`src/rtl/rv_encoder.sv`:
```
// RV32I instruction encoder: turns a field-level request into a 32-bit word,
// substitutes a flagged NOP for illegal/out-of-range requests, buffers in a 2-entry FIFO.
module rv_encoder (
  input  logic        clk,
  input  logic        reset,
  input  logic        in_valid,
  output logic        in_ready,
  input  logic [2:0]  in_fmt,
  input  logic [4:0]  in_rd,
  input  logic [4:0]  in_rs1,
  input  logic [4:0]  in_rs2,
  input  logic [2:0]  in_funct3,
  input  logic [6:0]  in_funct7,
  input  logic [31:0] in_imm,
  output logic        out_valid,
  input  logic        out_ready,
  output logic [31:0] out_instr,
  output logic        out_err,
  output logic [15:0] stat_count,
  output logic [7:0]  stat_err_count
);

  localparam logic [31:0] NOP = 32'h0000_0013;

  localparam logic [2:0] FMT_R      = 3'd0;
  localparam logic [2:0] FMT_I      = 3'd1;
  localparam logic [2:0] FMT_LOAD   = 3'd2;
  localparam logic [2:0] FMT_STORE  = 3'd3;
  localparam logic [2:0] FMT_BRANCH = 3'd4;
  localparam logic [2:0] FMT_JAL    = 3'd5;

  localparam logic [6:0] OP_R      = 7'b0110011;
  localparam logic [6:0] OP_I      = 7'b0010011;
  localparam logic [6:0] OP_LOAD   = 7'b0000011;
  localparam logic [6:0] OP_STORE  = 7'b0100011;
  localparam logic [6:0] OP_BRANCH = 7'b1100011;
  localparam logic [6:0] OP_JAL    = 7'b1101111;

  logic [31:0] enc_instr;
  logic        enc_err;
  logic        imm_i_ok;
  logic        imm_b_ok;
  logic        imm_j_ok;

  // An immediate fits when every bit above the field's sign bit matches it.
  assign imm_i_ok = (in_imm[31:11] == {21{in_imm[31]}});
  assign imm_b_ok = (in_imm[31:12] == {20{in_imm[31]}}) && !in_imm[0];
  assign imm_j_ok = (in_imm[31:20] == {12{in_imm[31]}}) && !in_imm[0];

  always_comb begin
    enc_instr = NOP;
    enc_err   = 1'b0;
    case (in_fmt)
      FMT_R:
        enc_instr = {in_funct7, in_rs2, in_rs1, in_funct3, in_rd, OP_R};
      FMT_I, FMT_LOAD:
        if (imm_i_ok)
          enc_instr = {in_imm[11:0], in_rs1, in_funct3, in_rd,
                       (in_fmt == FMT_LOAD) ? OP_LOAD : OP_I};
        else
          enc_err = 1'b1;
      FMT_STORE:
        if (imm_i_ok)
          enc_instr = {in_imm[11:5], in_rs2, in_rs1, in_funct3, in_imm[4:0], OP_STORE};
        else
          enc_err = 1'b1;
      FMT_BRANCH:
        if (imm_b_ok)
          enc_instr = {in_imm[12], in_imm[10:5], in_rs2, in_rs1, in_funct3,
                       in_imm[4:1], in_imm[11], OP_BRANCH};
        else
          enc_err = 1'b1;
      FMT_JAL:
        if (imm_j_ok)
          enc_instr = {in_imm[20], in_imm[10:1], in_imm[11], in_imm[19:12], in_rd, OP_JAL};
        else
          enc_err = 1'b1;
      default:
        enc_err = 1'b1;
    endcase
    if (enc_err)
      enc_instr = NOP;
  end

  logic [1:0][31:0] slot_instr_q, slot_instr_d;
  logic [1:0]       slot_err_q, slot_err_d;
  logic             rd_ptr_q, rd_ptr_d;
  logic             wr_ptr_q, wr_ptr_d;
  logic [1:0]       count_q, count_d;
  logic [15:0]      stat_count_q, stat_count_d;
  logic [7:0]       stat_err_count_q, stat_err_count_d;
  logic             push;
  logic             pop;

  // in_ready depends only on registered occupancy, never on out_ready.
  assign in_ready  = ~count_q[1];
  assign out_valid = (count_q != 2'd0);
  assign push      = in_valid & in_ready;
  assign pop       = out_valid & out_ready;

  always_comb begin
    slot_instr_d     = slot_instr_q;
    slot_err_d       = slot_err_q;
    rd_ptr_d         = rd_ptr_q;
    wr_ptr_d         = wr_ptr_q;
    stat_count_d     = stat_count_q;
    stat_err_count_d = stat_err_count_q;
    if (push) begin
      slot_instr_d[wr_ptr_q] = enc_instr;
      slot_err_d[wr_ptr_q]   = enc_err;
      wr_ptr_d               = ~wr_ptr_q;
      stat_count_d           = stat_count_q + 16'd1;
      if (enc_err && (stat_err_count_q != 8'hFF))
        stat_err_count_d = stat_err_count_q + 8'd1;
    end
    if (pop)
      rd_ptr_d = ~rd_ptr_q;
    case ({push, pop})
      2'b10:   count_d = count_q + 2'd1;
      2'b01:   count_d = count_q - 2'd1;
      default: count_d = count_q;
    endcase
  end

  always_ff @(posedge clk or posedge reset) begin
    if (reset) begin
      slot_instr_q     <= '0;
      slot_err_q       <= '0;
      rd_ptr_q         <= 1'b0;
      wr_ptr_q         <= 1'b0;
      count_q          <= 2'd0;
      stat_count_q     <= 16'd0;
      stat_err_count_q <= 8'd0;
    end else begin
      slot_instr_q     <= slot_instr_d;
      slot_err_q       <= slot_err_d;
      rd_ptr_q         <= rd_ptr_d;
      wr_ptr_q         <= wr_ptr_d;
      count_q          <= count_d;
      stat_count_q     <= stat_count_d;
      stat_err_count_q <= stat_err_count_d;
    end
  end

  assign out_instr      = out_valid ? slot_instr_q[rd_ptr_q] : NOP;
  assign out_err        = out_valid & slot_err_q[rd_ptr_q];
  assign stat_count     = stat_count_q;
  assign stat_err_count = stat_err_count_q;

endmodule

```
`config.mk`:
```
export PLATFORM = sky130hd
export DESIGN_NAME = rv_encoder
export DESIGN_NICKNAME = d
export VERILOG_FILES = /design/src/rtl/rv_encoder.sv
export SDC_FILE = /design/constraint.sdc
export NUM_CORES = 1
export LEC_CHECK = 0
export ABC_AREA = 1
export CAP_MARGIN = 20
export CORE_MARGIN = 8
export CORE_UTILIZATION = 40
export DETAILED_ROUTE_END_ITERATION = 7
export GPL_TIMING_DRIVEN = 1
export HOLD_SLACK_MARGIN = 0.05
export PLACE_DENSITY = 0.67
export SKIP_LAST_GASP = 1
export SLEW_MARGIN = 20
export SYNTH_ARGS = -nofsm -noshare
export SYNTH_HDL_FRONTEND = slang
export SYNTH_SLANG_ARGS = --single-unit
export TNS_END_PERCENT = 30
```
`constraint.sdc`:
```
create_clock -name clk -period 6.8 [get_ports clk]
set_input_delay 1.02 -clock clk [delete_from_list [all_inputs] [get_ports clk]]
set_output_delay 1.02 -clock clk [all_outputs]
set_load 0.01 [all_outputs]
```
==> out/results.ini <==
[worst_setup_path]
worstPathArrival_ns=2.88
cp-end-kind=primary output
cp-startpoint=rd_ptr_q$_DFFE_PP0P_
reg2reg_setup_slack_ns=4.02
rr_worst_depth=6
path_class=reg2out
cp_data_required_time_ns=5.78
worstReg2RegStart=count_q[1]$_DFFE_PP0P_
cp_slowest_cell=inv_1
crit_buf_inv=2
max_stage_delay_ns=0.88
critPathCapture=out_instr[3]
critPathLaunchType=flip-flop
crit_chain=inv_1 > nand2_1 > a21oi_1 > clkdlybuf4s50_1
r2r_end=slot_instr_q[3]$_DFFE_PP0P_
cpLargestDelayFamily=buffers and inverters
cp_num_cells=4
worstPathMaxFanout=33

[global_route]
grt_pass1_vias=4742
antenna_found_initial=0
grt_use_met2=0.316
grt_busiest_layer=met2
met1_usage=0.212
grt_max_degree=51
use_met3=0.0359
grt_overflow=0
grt_first_pass_wirelength_um=23200
gr-usage-all-layers=0.179

[synthesis]
synth-seq-area-share=0.464
synth_top_family_by_area=simple AND/OR/NAND/NOR gates
synth_xor_area_frac=0.0451
muxShareOfSynthArea=0
ys_seq_elements=90
avgSynthCellArea_um2=7.12
ys.warnings.count=0
synthAdderAreaFrac=0.00773
synth_compound_area_frac=0.0485
netlist_area_um2=4850
synth_top_area_frac=0.464
yosysTopAreaCell=dfrtp_1
synth_cell_type_count=28
syn_inst=682
synthSimpleGateAreaFrac=0.376
ys_top_cells_by_area=dfrtp_1 (46%), nand2_1 (27%), a21oi_1 (3.4%)
synth_nets=749

[clock_tree]
hold_buffers=0
cts_made_buffers=9
clock_latency_ns=0.33
cts_setup_buffers=0
htree_num_levels=3
cts_buffer_depth=2
cts_resized=0
clock-root-buffer=clkbuf_16
clkTransAtPathRegs_ns=0.06
cts_sinks=90
cts_tree=yes

[detailed_routing]
vias=4676
drc=0
avgRoutedWirePerCell_um=14.7
ant_nets=0
drt_wl_total_um=13900
first_pass_iters=5
viasPerCell=4.96
drt-initial-drc-count=321

[die]
ios=123
dieWidth_um=126
core-area_um2=11900
core.rowCount=40
die_height_um=126
dieArea_um2=15900
initial_core_util=0.408

[placed_design]
port_buffers=122
dp_slack_ns=2.73
placed_area_um2=6190
routabilityCongestion=0.816
placed_cells=929
hpwlAfterDp_um=9850

[sta]
fin_skew_ns=0.00706
tns_ns=0
drv_slew=0
fin_crit_sh=0.574
setup_violations=0
clock.fmax_mhz=256
worstMarginPinSlew_ns=1.06
grt_setup_unrepaired=no
hold_violations=0
fin_crit_ns=3.90
setup_ws_ns=2.90
holdWs_ns=0.466
slew_headroom=0.291

[power]
leakage_nw=3.26
peakVddDrop_mv=0.139
powerDensity_nw_per_um2=321
fin_total_pwr_mw=2.10

[layout]
drive_gt1_frac=0.0515
finalNonFillerCells=943
design_area_um2=6550
final_cell_mix=nand2_1 (355), clkdlybuf4s50_1 (122), dfrtp_1 (89)
final_util=0.550
final_common_cell=nand2_1
syn2layout_area_growth_pct=34.9
diodes=0
fillers=1160
fin_nets=860

[outcome]
run_status=completed

[job]
cap_violations=0

[hold_path]
hp-class=reg2reg

-- power by group --
part,leakage (nW),switching [mW],internal [mW],total (mW)
clock,0.172,0.200,0.393,0.593
sequential,1.19,0.124,0.666,0.790
combinational,1.90,0.401,0.322,0.722
total,3.26,0.725,1.38,2.10
-- metal layers --
layer | vias up | wire length [um]
li1 | 2335 | -
met1 | 2211 | 5910
met2 | 115 | 7080
met3 | 15 | 686
met4 | 0 | 215
met5 | - | 0
-- cells by family after synthesis --
group,after synthesis
and+or+nand+nor,451
DFF,90
buffers and inverters,67
AOI/OAI and AO/OA,46
xor gates and xnor gates,25
adders and majority gates,3
-- how the worst min path moves through the flow --
stage,from,to,cells past startpoint
2_1_floorplan,slot_instr_q[33]$_DFFE_PP0P_,slot_instr_q[33]$_DFFE_PP0P_,2
3_3_place_gp,slot_instr_q[33]$_DFFE_PP0P_,slot_instr_q[33]$_DFFE_PP0P_,2
3_5_place_dp,slot_instr_q[33]$_DFFE_PP0P_,slot_instr_q[33]$_DFFE_PP0P_,2
4_1_cts,slot_instr_q[33]$_DFFE_PP0P_,slot_instr_q[33]$_DFFE_PP0P_,2
5_1_grt,slot_instr_q[33]$_DFFE_PP0P_,slot_instr_q[33]$_DFFE_PP0P_,2
6_report,slot_instr_q[33]$_DFFE_PP0P_,slot_instr_q[33]$_DFFE_PP0P_,2
-- sequential cells by signal (all words and copies together), names as in the netlist --
register        flops
wr_ptr_q            1
count_q             2
stat_err_count      8
rd_ptr_q            1
slot_instr_q       60
slot_err_q          2
stat_count         16
-- synthesized netlist by cell type, drive strengths merged --
cell	instances
nand4	8
nand3b	2
clkinv	1
nand2	359
clkbuf	18
ha	3
nand3	34
a21oi	33
or2	3
inv	39
buf	9
xnor2	11
xor2	14
nor2	38
o211ai	2
o21ai	11
nor3	7
dfrtp	90
-- cell type report --
type                    instances  area [um2]  share of cell area
well taps                     147         184              0.0281
clock inverters                 5         129              0.0197
repair buffers                127        1280               0.195
inverters                      40         151              0.0231
clock buffers                   9         225              0.0344
flip-flops and latches         90        2250               0.344
multi-input cells             525        2330               0.355
-- worst reg2reg max path, cell delays in order (launching register included) --
cell and delay (ns):
dfrtp_1 0.40, inv_2 0.08, nand2_1 0.25, nor2_2 0.16
buf_4 0.36, clkinv_1 0.93, o21ai_0 0.49
No activity file was read; power rests on OpenSTA's default activity.
